$ cat config.mk
export PLATFORM = sky130hd
export DESIGN_NAME = writeback
export DESIGN_NICKNAME = d
export VERILOG_FILES = /design/src/rtl/pipe_pkg.sv /design/src/rtl/mem_wb_latch.sv /design/src/rtl/writeback.sv
export SDC_FILE = /design/constraint.sdc
export NUM_CORES = 1
export LEC_CHECK = 0
export CAP_MARGIN = 20
export CORE_MARGIN = 2
export CORE_UTILIZATION = 42
export DETAILED_ROUTE_END_ITERATION = 16
export GPL_ROUTABILITY_DRIVEN = 0
export PLACE_DENSITY = 0.74
export SLEW_MARGIN = 30
export SYNTH_ARGS = -nofsm -noshare
export SYNTH_HDL_FRONTEND = slang
export SYNTH_SLANG_ARGS = --single-unit
$ cat constraint.sdc
create_clock -name clk -period 3.1 [get_ports clk]
set_input_delay 0.465 -clock clk [delete_from_list [all_inputs] [get_ports clk]]
set_output_delay 0.465 -clock clk [all_outputs]
set_load 0.02 [all_outputs]
$ cat src/rtl/pipe_pkg.sv
// Shared pipeline definitions: WB control bit positions, register widths,
// and the MEM/WB latch entry layout.
package pipe_pkg;

    localparam int DATA_W = 32;
    localparam int REG_AW = 5;

    // Bit indices inside the 2-bit WB control field
    localparam int WB_REGWRITE = 1;
    localparam int WB_MEMTOREG = 0;

    localparam logic [REG_AW-1:0] REG_ZERO = 5'd0;

    // One MEM/WB latch entry
    typedef struct packed {
        logic              valid;
        logic              regwrite;
        logic              memtoreg;
        logic [DATA_W-1:0] alu;
        logic [DATA_W-1:0] rdata;
        logic [REG_AW-1:0] dst;
    } mem_wb_t;

endpackage

$ cat src/rtl/mem_wb_latch.sv
// MEM/WB pipeline register with reset > flush > stall > capture priority.
module mem_wb_latch
    import pipe_pkg::*;
(
    input  logic              clk,
    input  logic              rst,
    input  logic              stall,
    input  logic              flush,
    input  logic              ex_mem_valid,
    input  logic [1:0]        ex_mem_wb,
    input  logic [DATA_W-1:0] ex_mem_alu_result,
    input  logic [REG_AW-1:0] ex_mem_write_reg,
    input  logic [DATA_W-1:0] mem_read_data,
    output mem_wb_t           entry
);

    // Capture the EX/MEM entry, hold it, or replace it with a bubble
    always_ff @(posedge clk or posedge rst) begin
        // NOTE: non-blocking assignments so every field samples pre-edge values together.
        if (rst) begin
            entry <= '0;
        end else if (flush) begin
            entry <= '0;
        end else if (!stall) begin
            entry.valid    <= ex_mem_valid;
            entry.regwrite <= ex_mem_wb[WB_REGWRITE] & ex_mem_valid;
            entry.memtoreg <= ex_mem_wb[WB_MEMTOREG];
            entry.alu      <= ex_mem_alu_result;
            entry.rdata    <= mem_read_data;
            entry.dst      <= ex_mem_write_reg;
        end
    end

endmodule

$ cat src/rtl/writeback.sv
// Write-back stage: MEM/WB latch, write-back data select, register-zero
// write suppression and retired-instruction counter.
module writeback
    import pipe_pkg::*;
#(
    parameter bit ZERO_PROTECT = 1'b1,
    parameter int CNT_W        = 32
) (
    input  logic              clk,
    input  logic              rst,
    input  logic              stall,
    input  logic              flush,
    input  logic              ex_mem_valid,
    input  logic [1:0]        ex_mem_wb,
    input  logic [DATA_W-1:0] ex_mem_alu_result,
    input  logic [REG_AW-1:0] ex_mem_write_reg,
    input  logic [DATA_W-1:0] mem_read_data,
    output logic              wb_reg_write,
    output logic [REG_AW-1:0] wb_write_reg_location,
    output logic [DATA_W-1:0] mem_wb_write_data,
    output logic              wb_valid,
    output logic [CNT_W-1:0]  retire_count
);

    mem_wb_t entry;
    logic    capture;

    mem_wb_latch u_latch (
        .clk               (clk),
        .rst               (rst),
        .stall             (stall),
        .flush             (flush),
        .ex_mem_valid      (ex_mem_valid),
        .ex_mem_wb         (ex_mem_wb),
        .ex_mem_alu_result (ex_mem_alu_result),
        .ex_mem_write_reg  (ex_mem_write_reg),
        .mem_read_data     (mem_read_data),
        .entry             (entry)
    );

    // A real instruction enters MEM/WB only on a plain capture edge
    assign capture = !flush && !stall && ex_mem_valid;

    // Drive the register-file write port purely from latched state
    always_comb begin
        // NOTE: every output is assigned on every path, so no latch is inferred.
        wb_write_reg_location = entry.dst;
        wb_valid              = entry.valid;
        mem_wb_write_data     = entry.memtoreg ? entry.rdata : entry.alu;
        wb_reg_write          = entry.valid & entry.regwrite;
        if (ZERO_PROTECT && (entry.dst == REG_ZERO)) begin
            wb_reg_write = 1'b0;
        end
    end

    // Count retired instructions, wrapping at 2^CNT_W
    always_ff @(posedge clk or posedge rst) begin
        if (rst) begin
            retire_count <= '0;
        end else if (capture) begin
            retire_count <= retire_count + CNT_W'(1);
        end
    end

endmodule

=== Yosys cells after proc, flatten, opt, wreduce, memory -nomap -nowiden ===
Cells that the tools add are included.

* Add/subtract/negate cells: 1
* Equality and inequality tests: 1
* Muxes and demuxes: 4
* Bitwise logic cells: 2
* Reductions and logical operators: 5

{| class="wikitable"
|+ Operator list
! cell !! number
|-
| $mux 72 || 2
|-
| $add 32x1->32 const B || 1
|-
| $mux 32 || 1
|-
| $logic_not 5->1 || 1
|-
| $and 1x1->1 || 2
|-
| $logic_and 1x1->1 || 2
|-
| $logic_not 1->1 || 2
|-
| $ne 2x1->1 const B || 1
|-
| $mux 1 || 1
|}

* Bits in registers: 104
* Input port bits: 76
* Output and inout bits: 71
* Logic and storage cells: 20

=== Depth between registers and ports, before layout ===
* Depth after elaboration: 3
* Mapped depth: 6
* Gate-level depth less buffers: 5

=== Hierarchy ===
A second synthesis with hierarchy kept.

* Cell total of the unflattened synthesis: 401
* Area total of the unflattened synthesis: 4840.9 um^2

{| class="wikitable"
|+ By module, submodules not included
! module !! times used !! cells an instance !! area an instance (um^2) !! seq. area each (um^2)
|-
| mem_wb_latch || 1 || 234 || 2947.8 || 1801.7
|-
| writeback || 1 || 167 || 1893.1 || 800.8
|}

=== Least setup slack after synthesis ===
OpenSTA, ideal clock, no wires.

* Path type: register to register
* Start: register retire_count[7]
* End: register retire_count[20]
* Library setup time: 0.130 ns
* Arrival time: 1.683 ns
* Data required time: 2.970 ns
* Setup slack: 1.287 ns
* Stages on the path, launching flop included: 6
* Path buffers: 1
* Period minus slack after synthesis: 1.813 ns
* Cells stage by stage: dfrtp_1 and4_1 buf_2 and4bb_4 or4b_1 xnor2_1

* Word-level cells in the longest chain between the ends: 1

{| class="wikitable"
|+ Ends and longest elaborated chain
! element !! line !! source
|-
| from (decl) || writeback.sv:22 || <nowiki>output logic [CNT_W-1:0] retire_count</nowiki>
|-
| from (signal assigned) || writeback.sv:61 || <nowiki>retire_count <= retire_count + CNT_W'(1);</nowiki>
|-
| $add 32x1->32 || writeback.sv:61 ||
|}

Every way passes these cells.
A chain may end at the register's enable or synchronous reset.

=== Worst setup path in the final report ===
* Start: register u_latch.entry[69] (netlist name)
* End: output mem_wb_write_data[5]

* Word-level cells in the longest chain between the ends: 1

{| class="wikitable"
|+ Ends and longest elaborated chain
! element !! line !! source
|-
| $mux 32 || writeback.sv:49 || <nowiki>mem_wb_write_data = entry.memtoreg ? entry.rdata : entry.alu;</nowiki>
|-
| to (decl) || writeback.sv:20 || <nowiki>output logic [DATA_W-1:0] mem_wb_write_data,</nowiki>
|}

Every way passes these cells.

==> run_results.csv <==
group,metric,value,unit
critical_path,crit_type,"reg -> out",
route,wirelength,11200,µm
power,combPwrFrac,17.8,%
clocking,cts-buffers-inserted,9,
timing,fmax,408,MHz
final_layout,layout_common_cells,"144 x clkdlybuf4s50_1, 104 x dfrtp_1, 76 x nor2_1",
placed_design,place_hpwl,7770,µm
timing,finalCritPeriodShare,79.0,%
logic_synthesis,syn_area,4820,µm²
timing,hold_violations,0,
logic_synthesis,yosysUniqueCellTypes,32,
timing,tightestPinTransition,0.790,ns
floorplan,die_w,111,µm
clocking,cts_buffer_depth,2,
logic_synthesis,avgSynthCellArea,11.7,µm²
global_route,antenna_found_initial,0,
critical_path,crit_path_end_kind,"primary output",
hold_path,hold_class,"in -> reg",
final_layout,finish.utilization,59.2,%
critical_path,path_buf_inv,2,
logic_synthesis,synth_fa_ha_area_share,0.259,%
critical_path,slowest_stage,"clkdlybuf4s50_1",
logic_synthesis,synth-xor-area-share,5.63,%
route,drcViolationCount,0,
timing,finalSetupTns,0,ns
floorplan,coreArea,11300,µm²
route,ant_nets,0,
final_layout,insertedDiodeCount,0,
route,drt_iter0_drc,176,
placed_design,dpl_cell_area,6400,µm²
clocking,clk_latency,0.33,ns
final_layout,final_area,6700,µm²
logic_synthesis,synth.net_count,488,
logic_synthesis,synth_edf_count,0,
final_layout,finalNetCount,621,
timing,rsz0062_at_grt,"false",
route,vias,3520,
critical_path,cp.required,2.63,ns
clocking,holdBufCountCts,0,
floorplan,dieArea,12400,µm²
power,peakVddDrop,0.000215,V
clocking,htree_levels,3,
power,power.density,481,nW/µm²
floorplan,start_util,42.6,%
critical_path,max_stage_delay,0.56,ns
logic_synthesis,async_flop_share,100,%
critical_path,crit_family,"buffers and inverters",
logic_synthesis,synth_compound_area_share,0.311,%
timing,skew,0.00375,ns
global_route,grt_pass1_wl,18900,µm
floorplan,die_h,111,µm
timing,period_needed,2.45,ns
final_layout,drive_gt1_share,10.9,%
global_route,grt_overflow_total,0,
timing,setup_violations,0,
logic_synthesis,synth-simple-area-share,14.4,%
critical_path,path_max_fanout,30,
logic_synthesis,muxShareOfSynthArea,22.2,%
final_layout,syn_to_final_growth,38.9,%
power,intPower,2.41,mW
global_route,grt_pass1_vias,3692,
power,power.leakage,3.07,nW
clocking,cts_tree,"done",
route,wl_per_cell,16.3,µm
route,via_per_inst,5.09,
placed_design,port_buffers,146,
clocking,clk_pin_slew,0.06,ns
power,p_seq_share,46.9,%
clocking,numClockSinks,104,
global_route,track_usage,18.9,%
critical_path,path_cells,"buf_12 > mux2_2 > clkdlybuf4s50_1",
floorplan,io_pins,147,
clocking,cts_resized,0,
clocking,ctsRootBufferMaster,"clkbuf_16",
job,drv_cap,0,
floorplan,rows,39,
logic_synthesis,ys_seq_elements,104,
power,switching_power,0.812,mW
power,power.share.clock,35.3,%
final_layout,final_common_cell,"clkdlybuf4s50_1",
critical_path,worstSetupStartpointType,"register",
power,switching_share,25.2,%
logic_synthesis,synth_top_family_by_area,"multiplexers",
global_route,grt_max_degree,65,
route,first_pass_iters,4,
status,outcome,"finished, final reports clean",
timing,drv_slew,0,
logic_synthesis,yosysSeqAreaShare,54.0,%
clocking,post-cts-setup-buffers,0,
logic_synthesis,ys.flop_type,"dfrtp_1",
logic_synthesis,postSynthCellCount,411,
logic_synthesis,ys_warn_count,0,
timing,slew_headroom,47.2,%
critical_path,arrival,1.98,ns
## synthesized netlist by cell type, drive strengths merged (2+ instances only)
master / instances / area share (%)
mux2i: 71 / 15
nor2: 76 / 5.9
nand3: 10 / 1.0
inv: 3 / 0.23
clkbuf: 15 / 1.2
xor2: 4 / 0.73
nor3: 4 / 0.65
nand2: 13 / 1.0
and3: 6 / 0.78
and4: 5 / 0.91
mux2: 32 / 7.5
xnor2: 27 / 4.9
nand4: 12 / 1.9
buf: 15 / 1.8
dfrtp: 104 / 54
nor4: 2 / 0.57
## layout make-up
cell class / instances / area [µm²]
Fill cell: 982 / 4620
Multi-Input combinational cell: 274 / 2070
Clock inverter: 3 / 40.0
Timing Repair Buffer: 152 / 1540
Tap cell: 143 / 179
Clock buffer: 13 / 260
Sequential cell: 104 / 2600
Inverter: 3 / 15.0
## kinds of logic (layout without fill, tap and decap cells)
| group | count (synthesis) | in the layout |
|---|---|---|
| and+or+nand+nor | 137 | 137 |
| DFF | 104 | 104 |
| muxes | 103 | 103 |
| buffers and inverters | 33 | 171 |
| xor gates and xnor gates | 31 | 31 |
| AOI/OAI and AO/OA | 2 | 2 |
| adders and majority gates | 1 | 1 |
## through the flow
stage	total power, mW	worst slack [ns]	std cells	hold WS [ns]
final	3.22	0.651	692	0.472
after CTS	3.26	0.631	692	0.466
after global placement	2.10	0.704	676	0.484
after floorplan	1.83	1.29	411	0.484
after global routing	3.36	0.574	692	0.478
after detailed placement	2.12	0.710	676	0.484
## routing by layer
| metal | vias up | track usage, % | part of all wire [%] |
|---|---|---|---|
| met2 | 106 | 29.3 | 47 |
| li1 | 1673 | - | - |
| met3 | 11 | 4.26 | 5.7 |
| met5 | - | 0 | 0 |
| met1 | 1730 | 26.2 | 46 |
| met4 | 0 | 6.34 | 1.4 |
## registers in the layout (all words and copies together) (netlist names)
| register | cells |
|---|---|
| retire_count | 32 |
| u_latch.entry | 72 |
## worst register-to-register path, cell delays in order, from the launching register on
cell	delay, ns
dfrtp_1	0.46
and4_1	0.36
and4bb_4	0.40
or4b_1	0.47
xnor2_1	0.14
## final timing paths
| kind | slack (ns) | cells past startpoint | startpoint | endpoint |
|---|---|---|---|---|
| max reg2reg | 1.16 | 4 | retire_count[7]$_DFFE_PP0P_ | retire_count[20]$_DFFE_PP0P_ |
| max in group asynchronous | 1.84 | 3 | rst | u_latch.entry[25]$_DFFE_PP0P_ |
| min | 0.47 | 2 | flush | u_latch.entry[14]$_DFFE_PP0P_ |
| min reg2reg | 0.49 | 1 | retire_count[28]$_DFFE_PP0P_ | retire_count[28]$_DFFE_PP0P_ |
| min in group asynchronous | 0.62 | 2 | rst | retire_count[22]$_DFFE_PP0P_ |
| max | 0.65 | 3 | u_latch.entry[69]$_DFFE_PP0P_ | mem_wb_write_data[5] |
## power by group through the flow
stage / sequential (mW) / combinational (mW) / clock (mW)
2_1_floorplan: 1.55 / 0.278 / 0
3_3_place_gp: 1.53 / 0.573 / 0
3_5_place_dp: 1.53 / 0.582 / 0
4_1_cts: 1.51 / 0.584 / 1.17
5_1_grt: 1.52 / 0.621 / 1.22
6_report: 1.51 / 0.574 / 1.14
Power figures use the tool's default switching activity.
